[src/rtl/hilo_divider.sv]
// Multi-cycle restoring divider producing MIPS-style HI (remainder) / LO (quotient).
// Define HILO_DIVIDER_SIGNED_EN to honour is_signed; otherwise every operation is unsigned.
module hilo_divider #(
    parameter int WIDTH = 32
) (
    input  logic             clk,
    input  logic             rst,
    input  logic             start,
    input  logic [WIDTH-1:0] a,
    input  logic [WIDTH-1:0] b,
    input  logic             is_signed,
    output logic             busy,
    output logic             done,
    output logic [WIDTH-1:0] hi,
    output logic [WIDTH-1:0] lo,
    output logic             div_by_zero
);

    localparam int CW = $clog2(WIDTH);

    typedef enum logic [1:0] {
        S_IDLE = 2'd0,
        S_RUN  = 2'd1,
        S_FIX  = 2'd2
    } state_t;

    state_t           r_state;
    logic [CW-1:0]    r_count;
    logic [WIDTH:0]   r_rem;
    logic [WIDTH-1:0] r_quo;
    logic [WIDTH-1:0] r_bmag;
    logic [WIDTH-1:0] r_a;
    logic             r_bz;
    logic             r_busy;
    logic             r_done;
    logic [WIDTH-1:0] r_hi;
    logic [WIDTH-1:0] r_lo;
    logic             r_div_by_zero;

    logic [WIDTH-1:0] w_amag;
    logic [WIDTH-1:0] w_bmag;
    logic [WIDTH-1:0] w_lo_fix;
    logic [WIDTH-1:0] w_hi_fix;
    logic [WIDTH+1:0] w_shift;
    logic [WIDTH+1:0] w_trial;
    logic             w_trial_neg;
    logic             w_accept;

    assign w_accept = (r_state == S_IDLE) && start;

    // The remainder stays below the divisor magnitude, so WIDTH+2 bits hold the
    // shifted value with a spare sign bit for the trial subtraction.
    assign w_shift     = {r_rem, r_quo[WIDTH-1]};
    assign w_trial     = w_shift - {2'b00, r_bmag};
    assign w_trial_neg = w_trial[WIDTH+1];

`ifdef HILO_DIVIDER_SIGNED_EN
    logic r_neg_q;
    logic r_neg_r;
    logic w_a_neg;
    logic w_b_neg;

    assign w_a_neg  = is_signed & a[WIDTH-1];
    assign w_b_neg  = is_signed & b[WIDTH-1];
    assign w_amag   = w_a_neg ? (~a + 1'b1) : a;
    assign w_bmag   = w_b_neg ? (~b + 1'b1) : b;
    assign w_lo_fix = r_neg_q ? (~r_quo + 1'b1) : r_quo;
    assign w_hi_fix = r_neg_r ? (~r_rem[WIDTH-1:0] + 1'b1) : r_rem[WIDTH-1:0];

    always_ff @(posedge clk) begin
        if (rst) begin
            r_neg_q <= 1'b0;
            r_neg_r <= 1'b0;
        end else if (w_accept) begin
            r_neg_q <= w_a_neg ^ w_b_neg;
            r_neg_r <= w_a_neg;
        end
    end
`else
    logic w_unused_signed;

    assign w_unused_signed = is_signed;
    assign w_amag          = a;
    assign w_bmag          = b;
    assign w_lo_fix        = r_quo;
    assign w_hi_fix        = r_rem[WIDTH-1:0];
`endif

    // r_quo starts as the dividend magnitude; its bits shift out into the
    // remainder while quotient bits shift in from the bottom.
    always_ff @(posedge clk) begin
        if (rst) begin
            r_state       <= S_IDLE;
            r_count       <= '0;
            r_rem         <= '0;
            r_quo         <= '0;
            r_bmag        <= '0;
            r_a           <= '0;
            r_bz          <= 1'b0;
            r_busy        <= 1'b0;
            r_done        <= 1'b0;
            r_hi          <= '0;
            r_lo          <= '0;
            r_div_by_zero <= 1'b0;
        end else begin
            r_done <= 1'b0;
            case (r_state)
                S_IDLE: begin
                    if (w_accept) begin
                        r_state <= S_RUN;
                        r_busy  <= 1'b1;
                        r_count <= '0;
                        r_rem   <= '0;
                        r_quo   <= w_amag;
                        r_bmag  <= w_bmag;
                        r_a     <= a;
                        r_bz    <= (b == '0);
                    end
                end
                S_RUN: begin
                    r_rem   <= w_trial_neg ? w_shift[WIDTH:0] : w_trial[WIDTH:0];
                    r_quo   <= {r_quo[WIDTH-2:0], ~w_trial_neg};
                    r_count <= r_count + 1'b1;
                    if (r_count == CW'(WIDTH - 1)) begin
                        r_state <= S_FIX;
                    end
                end
                S_FIX: begin
                    r_state       <= S_IDLE;
                    r_busy        <= 1'b0;
                    r_done        <= 1'b1;
                    r_div_by_zero <= r_bz;
                    if (r_bz) begin
                        r_hi <= r_a;
                        r_lo <= '1;
                    end else begin
                        r_hi <= w_hi_fix;
                        r_lo <= w_lo_fix;
                    end
                end
                default: r_state <= S_IDLE;
            endcase
        end
    end

    assign busy        = r_busy;
    assign done        = r_done;
    assign hi          = r_hi;
    assign lo          = r_lo;
    assign div_by_zero = r_div_by_zero;

endmodule

[config.mk]
export PLATFORM = sky130hd
export DESIGN_NAME = hilo_divider
export DESIGN_NICKNAME = d
export VERILOG_FILES = /design/src/rtl/hilo_divider.sv
export SDC_FILE = /design/constraint.sdc
export NUM_CORES = 1
export LEC_CHECK = 0
export CAP_MARGIN = 10
export CORE_ASPECT_RATIO = 2
export CORE_MARGIN = 3
export CORE_UTILIZATION = 55
export DETAILED_ROUTE_END_ITERATION = 6
export PLACE_DENSITY_LB_ADDON = 0.12
export SYNTH_ARGS = -nofsm -noshare
export SYNTH_HDL_FRONTEND = slang
export SYNTH_SLANG_ARGS = --single-unit
export TNS_END_PERCENT = 50
[constraint.sdc]
create_clock -name clk -period 3.52 [get_ports clk]
set_input_delay 0.704 -clock clk [delete_from_list [all_inputs] [get_ports clk]]
set_output_delay 0.704 -clock clk [all_outputs]
set_load 0.05 [all_outputs]
==> Word-level counts from Yosys, hierarchy flattened <==
Cells that the tools add are included.
{ "word_totals": {"reg_bits": 204, "in_bits": 68, "out_inout_bits": 67, "wordCells": 44} }
{ "classes": {"add_sub_neg": 2, "eq_ne": 5, "muxes": 15, "bitwise_logic": 1, "n_reduce_logical": 9} }
{ "op_table": {"columns": ["operator", "n"], "rows": [
  ["$mux 32", 3],
  ["$mux 33", 2],
  ["$pmux 33 s2", 1],
  ["$pmux 32 s2", 1],
  ["$sub 34x32->34", 1],
  ["$logic_not 32->1", 1],
  ["$pmux 5 s2", 1],
  ["$reduce_and 2->1", 4],
  ["$add 5x1->5 const B", 1],
  ["$eq 5x5->1 const B", 1],
  ["$mux 5", 1],
  ["$mux 2", 2],
  ["$ne 2x2->1 const B", 2],
  ["$pmux 2 s2", 1],
  ["$reduce_bool 2->1", 2],
  ["$eq 2x1->1 const B", 1],
  ["$eq 2x2->1 const B", 1],
  ["$logic_not 2->1", 1],
  ["$mux 1", 2],
  ["$pmux 1 s2", 1],
  ["$logic_and 1x1->1", 1],
  ["$not 1->1", 1]
]} }

==> Longest topological paths before layout <==
Gate-level depths: netlist of the first run.
{ "logic_depth": {"depth_word": 4, "ltp_mapped": 13, "mapped_depth_nobuf": 12} }

==> Least setup slack after synthesis of the first run <==
Ideal clock, no wire load.
{ "synth_timing": {"kind": "flip-flop to flip-flop", "from": "register r_bmag[6]", "to": "register r_rem[30]", "setup_ps": 122, "t_arrival_ps": 2403, "required_ps": 3398, "setup_slack_ps": 994, "path_stages_with_launch": 12, "path_buffers": 0, "synth_period_minus_slack_ps": 2526, "path_cell_list": "dfxtp_1 > inv_1 > ha_1 > a211o_1 > a21oi_2 > nand3_1 > a21oi_2 > o21ai_2 > xor2_4 > mux2_2 > a22oi_1 > o21ai_1"} }
{ "synth_between": {"elab_chain_cells": 3} }
{ "synth_rtl": {"columns": ["element", "line_no", "text"], "rows": [
  ["start, declared", "31", "logic [WIDTH-1:0] r_bmag;"],
  ["start signal, assigned", "115", "r_bmag <= w_bmag;"],
  ["$sub 34x32->34", "54", "assign w_trial = w_shift - {2'b00, r_bmag};"],
  ["$mux 33", "121", "r_rem <= w_trial_neg ? w_shift[WIDTH:0] : w_trial[WIDTH:0];"],
  ["$pmux 33 s2", "107", "case (r_state)"],
  ["end signal, assigned", "121", null],
  ["end, declared", "29", "logic [WIDTH:0] r_rem;"]
]} }
No other way between the ends.
A chain may end at the register's enable or synchronous reset.

==> Final worst setup path of the first run <==
{ "layout_timing": {"from": "register r_quo[31]", "to": "register r_rem[20]"} }
{ "layout_between": {"elab_chain_cells": 3} }
{ "layout_rtl": {"columns": ["element", "line_no", "text"], "rows": [
  ["start, declared", "30", "logic [WIDTH-1:0] r_quo;"],
  ["start signal, assigned", "114", "r_quo <= w_amag;"],
  ["start signal, assigned", "122", "r_quo <= {r_quo[WIDTH-2:0], ~w_trial_neg};"],
  ["$sub 34x32->34", "54", null],
  ["$mux 33", "121", null],
  ["$pmux 33 s2", "107", null]
]} }
No other way between the ends.

==> flow_summary.ini, run 1 <==
[route]
routed_wirelength_um = 23700
dr.pass1.iters = 5
wl_per_cell_um = 15.9
drc = 0
routed_via_density = 5.64
drtIter0Drc = 372
postRouteAntennaNets = 0
vias = 8406

[cts]
insertion_delay_ns = 0.48
ctsResizeCount = 0
cts_tree = yes
cts_buffer_depth = 3
numClockSinks = 204
cts_buffers = 19
htree_levels = 1
root_buffer = clkbuf_16
cts_hold_buf = 0
cts.clk_slew.worst_paths_ns = 0.06
post-cts-setup-buffers = 0

[yosys]
yosys_register_bits = 204
netlist_area_um2 = 9540
synth_ff_type = dfxtp_1
ys_seq_area_frac = 0.428
synth_edf_count = 0
synth_fp_nets = 1285
synth_cell_types = 56
synthArstFlopShare = 0
synthCells = 1182
syn_avg_cell_area_um2 = 8.07
ys.warnings.count = 0

[timing]
rsz0062_at_grt = no
fin_setup_tns_ns = 0
final_max_slew_viol_count = 0
finalSetupViolCount = 0
tightest_slew_ns = 0.930
max_freq_mhz = 336
final.min_clock_period_ns = 2.98
fin_skew_ns = 0.0108
holdWs_ns = 0.454
hold_viol_final = 0
max_slew_margin = 0.380
period_share = 0.846

[layout]
areaGrowthSynthToFinish_pct = 21.2
final_common_cell = nand2_1
finalInstanceArea_um2 = 11600
final_cell_mix = nand2_1 (244), dfxtp_1 (203), clkdlybuf4s50_1 (132), a21oi_1 (101), nor2_1 (88)
fin_nets = 1374
multiInputGateArea_um2 = 5020
diodes = 0
drive_above_1_share = 0.0546
regArea_um2 = 4090
nFillCells = 1452

[global_routing]
grt_pass1_vias = 8149
grtUsageTotal = 0.245
overflow = 0
antenna_found_initial = 0
grt_pass1_wl_um = 39000
grt_max_degree = 91

[critical_path]
crit_chain = inv_1, ha_1, fa_1, nand2b_1, a21oi_1, o221ai_1, a21oi_2, nand2_1, a41oi_1, xor2_1, a32oi_1, nand2_1
crit_arrival_ns = 3.34
cp-start-kind = flip-flop
cpPeakStageDelay_ns = 0.41
path_max_fanout = 5
path_common_cell = nand2_1
required_ns = 3.88
cpMaxStageDelayCell = fa_1
worstSetupEndpointType = flip-flop
crit_type = flip-flop to flip-flop
crit_buf_inv = 1
cp_top_family = compound AO/OA/AOI/OAI gates

[placed_design]
dp_hpwl_um = 17400
port-buffer-count = 133
gp_congestion = 0.908
place_area_um2 = 11000

[floorplanning]
core_area_um2 = 16900
die_w_um = 99.1
die-area_um2 = 19100
die_h_um = 192
io_pins = 135
rows = 67
start_util = 0.564

[job]
cap_violations = 0

[power_and_ir_drop]
total_leakage_power_uw = 0.00416
vdd_drop_max_mv = 0.877
pwr_density_cell_nw_per_um2 = 860
p_total_uw = 9950

[hold_path]
hold_class = flip-flop to flip-flop

[run_status]
outcome = finished, final reports clean
routing by layer:
metal	global-route usage	vias up	share of wire	wire length [um]
met5	0	-	0	0
met4	0.0800	0	0.027	640
met3	0.0253	43	0.041	975
met2	0.459	204	0.52	12400
met1	0.287	3869	0.41	9670
li1	-	4290	-	-
state kept, by name (all words and copies together) (netlist names), 2 cells and up:
register	cells
r_rem	33
lo	32
hi	32
r_state	2
r_a	32
r_quo	32
r_count	5
r_bmag	32
metrics by stage:
step	worst slack [ns]	cells	util
detailed placement	0.529	1457	0.648
global route	0.388	1490	0.683
finish	0.542	1490	0.683
floorplan	0.994	1182	-
global placement	0.581	1457	0.648
CTS	0.529	1490	0.683
worst paths after layout:
kind,start,endpoint,slack (ns),cells past startpoint
worst min register to register,r_bmag[24]$_SDFFE_PP0P_,r_bmag[24]$_SDFFE_PP0P_,0.45,2
worst min-delay path,r_bmag[24]$_SDFFE_PP0P_,r_bmag[24]$_SDFFE_PP0P_,0.45,2
worst max-delay path,r_quo[31]$_SDFFE_PP0P_,r_rem[20]$_SDFFE_PP0P_,0.54,12
worst max register to register,r_quo[31]$_SDFFE_PP0P_,r_rem[20]$_SDFFE_PP0P_,0.54,12
worst register-to-register path, delay by kind of cell, from the launching register on:
family / cells / cell delay (ns)
buf+inv: 1 / 0.05
compound gates: 5 / 1.40
simple gates: 3 / 0.38
xor+xnor: 1 / 0.10
fa+ha+maj: 2 / 0.63
flops: 1 / 0.33
cell type report:
class / count / area share
Sequential cell: 204 / 0.353
Tap cell: 207 / 0.0224
Timing Repair Buffer: 150 / 0.127
Inverter: 36 / 0.0117
Clock buffer: 23 / 0.0441
Clock inverter: 10 / 0.00800
Multi-Input combinational cell: 860 / 0.434
power breakdown:
| group | internal, uW | switching, uW | leakage [uW] |
|---|---|---|---|
| clock | 1120 | 876 | 0.000286 |
| sequential | 2530 | 253 | 0.00166 |
| combinational | 2390 | 2770 | 0.00221 |
kinds of logic after synthesis:
logic type | after synthesis | synth area share
multiplexers | 52 | 0.0548
AND/OR/NAND/NOR | 466 | 0.209
buffers and inverters | 118 | 0.0490
adder cells (fa/ha/maj) | 35 | 0.0467
flip-flops | 204 | 0.428
XOR/XNOR | 31 | 0.0304
AO/OA/AOI/OAI | 276 | 0.182
synthesized netlist by cell type (3+ instances only):
master     count  area [um2]
a21o_1         9        67.6
nand3_1       11        55.1
and2_1         5        31.3
buf_2          7        35.0
o211ai_1       3        22.5
clkbuf_1      59         221
a2bb2oi_1      4        35.0
nor3_1        70         350
xnor2_1       22         193
mux2i_1       50         500
nor2b_1        7        43.8
o21a_1         8        60.1
inv_1         36         135
dfxtp_1      204        4080
and3_1         4        25.0
o21bai_1       5        37.5
o21ai_0       26         130
nand2_1      245         920
nor2_1        89         334
ha_1          34         425
a22oi_1        5        37.5
a211oi_1      36         270
a31oi_1       38         238
a21oi_1      101         505
a22o_1         5        43.8
nand4_1       12        75.1
o21ai_1       12        60.1
nand3b_1       3        22.5
xor2_1         8        70.1
nand2b_1       8        50.1
a21oi_2        3        26.3
nor4_1         9        56.3
o221ai_1       4        35.0
buf_1         13        48.8
No activity file was read; power rests on OpenSTA's default activity.
==> inputs of run 2 (changes only) <==
==> constraint.sdc (replaced) <==
create_clock -name clk -period 2.96 [get_ports clk]
set_input_delay 0.592 -clock clk [delete_from_list [all_inputs] [get_ports clk]]
set_output_delay 0.592 -clock clk [all_outputs]
set_load 0.05 [all_outputs]
==> run 2 against run 1 <==
  * Fmax rose by 6.1%
  * Sequential power rose by 19%
  * Register-to-register slack got worse by 0.39 ns
  * Routed wire length rose by 2.4%
  * Clock-buffer cell count rose by 1
  * Power rose by 24%
  * Clock skew rose by 0.00056 ns
  * Cell count rose by 1.1%
  * Global-route usage rose by 0.66 points
  * Largest cell class unchanged
==> flow_summary.ini, run 2 (same netlist as run 1, synthesis figures left out) <==
[power_and_ir_drop]
p_total_uw = 12400
pwr_density_cell_nw_per_um2 = 1050
total_leakage_power_uw = 0.00428
vdd_drop_max_mv = 0.829

[layout]
drive_above_1_share = 0.0662
finalInstanceArea_um2 = 11800
fin_nets = 1391
diodes = 0
largest_register = r_rem
final_common_cell = nand2_1
final_cell_mix = nand2_1 (244), dfxtp_1 (203), clkdlybuf4s50_1 (132), a21oi_1 (100), nor2_1 (88)
areaGrowthSynthToFinish_pct = 23.4
nFillCells = 1414
largest_reg_flops = 33

[run_status]
outcome = finished, final reports clean

[timing]
max_slew_margin = 0.610
final_max_slew_viol_count = 0
hold_viol_final = 0
finalSetupViolCount = 0
tightest_slew_ns = 0.583
fin_setup_tns_ns = 0
fin_ws_ns = 0.154
max_freq_mhz = 356
final.min_clock_period_ns = 2.81
holdWs_ns = 0.453
period_share = 0.948
fin_skew_ns = 0.0114
rsz0062_at_grt = no

[route]
routed_via_density = 5.69
wl_met3_um = 934
routed_wirelength_um = 24300
maxUsedRoutingLayer = met4
routed-wl-met2_um = 12900
postRouteAntennaNets = 0
vias = 8562
wl_met1_um = 9670
dr.pass1.iters = 6
drc = 0
wl_per_cell_um = 16.1
drtIter0Drc = 282

[floorplanning]
core_area_um2 = 16900
die-area_um2 = 19100
die_w_um = 99.1
start_util = 0.564
io_pins = 135
rows = 67
die_h_um = 192

[hold_path]
hold_class = flip-flop to flip-flop

[global_routing]
overflow = 0
grt_max_degree = 105
grt_pass1_wl_um = 39800
grtUsageTotal = 0.252
grt_pass1_vias = 8298
antenna_found_initial = 0

[cts]
insertion_delay_ns = 0.49
post-cts-setup-buffers = 0
root_buffer = clkbuf_16
cts_buffers = 19
htree_levels = 1
cts.clk_slew.worst_paths_ns = 0.07
cts_tree = yes
cts_buffer_depth = 3
numClockSinks = 204

[critical_path]
crit_arrival_ns = 3.17
required_ns = 3.33
crit_type = flip-flop to flip-flop
path_max_fanout = 23
cp-start-kind = flip-flop
worstSetupEndpointType = flip-flop

[placed_design]
place_area_um2 = 11200
dp_hpwl_um = 17700
gp_congestion = 0.877
port-buffer-count = 133
dp_slack_ns = 0.144

[job]
cap_violations = 0
==> run 2: changes by cell type in the layout (fill, tap and decap cells not counted) <==
cell / delta
clkinv_4: -1
clkbuf_1: +1
buf_12: +5
a21oi_1: -1
clkinvlp_4: -2
a21oi_4: +1
bufinv_16: +1
buf_4: +12
==> run 2: power breakdown <==
group          internal (uW)  leakage, uW  total [uW]  switching [uW]
clock                   1410     0.000297        2440            1040
combinational           3160      0.00232        6630            3470
sequential              3010      0.00166        3300             294
total                   7580      0.00428       12400            4800
==> run 2: cell type report <==
type | count | area, um2 | share of cell area
timing repair buffer | 167 | 1660 | 0.141
sequential | 204 | 4090 | 0.347
tap | 207 | 259 | 0.0220
multi-input combinational | 860 | 5030 | 0.427
clock buffer | 24 | 514 | 0.0436
inverter | 36 | 135 | 0.0115
clock inverter | 8 | 98.8 | 0.00839
==> run 2: critical path, stage by stage, from the launching register on <==
cell and delay (ns):
dfxtp_1 0.34, inv_1 0.05, ha_1 0.39, nand2_1 0.15
nor4_1 0.41, nand4_1 0.16, o21ai_2 0.23, xor2_4 0.25
buf_12 0.21, buf_4 0.20, mux2i_1 0.21, o21ai_0 0.09
==> run 2: repair_timing <==
item	CTS	global route
hold buffers	0	0
endpoints found under the setup margin	0	8
gates resized for setup	0	2
==> run 2: layer usage <==
metal / vias to the layer above / global-route usage
li1: 4332 / -
met1: 3971 / 0.286
met2: 201 / 0.474
met3: 58 / 0.0268
met4: 0 / 0.0942
met5: - / 0
==> run 2: through the flow <==
stage | std cells | utilization
after floorplan | 1182 | -
after global placement | 1474 | 0.659
after detailed placement | 1474 | 0.659
after CTS | 1506 | 0.695
after global routing | 1506 | 0.696
final | 1506 | 0.696
==> run 2: final timing paths <==
| kind | from | to | slack (ns) | depth (start not counted) |
|---|---|---|---|---|
| max | r_bmag[30]$_SDFFE_PP0P_ | r_rem[10]$_SDFFE_PP0P_ | 0.15 | 11 |
| min | r_bmag[11]$_SDFFE_PP0P_ | r_bmag[11]$_SDFFE_PP0P_ | 0.45 | 2 |
| max reg2reg | r_bmag[30]$_SDFFE_PP0P_ | r_rem[10]$_SDFFE_PP0P_ | 0.15 | 11 |
| min reg2reg | r_bmag[11]$_SDFFE_PP0P_ | r_bmag[11]$_SDFFE_PP0P_ | 0.45 | 2 |
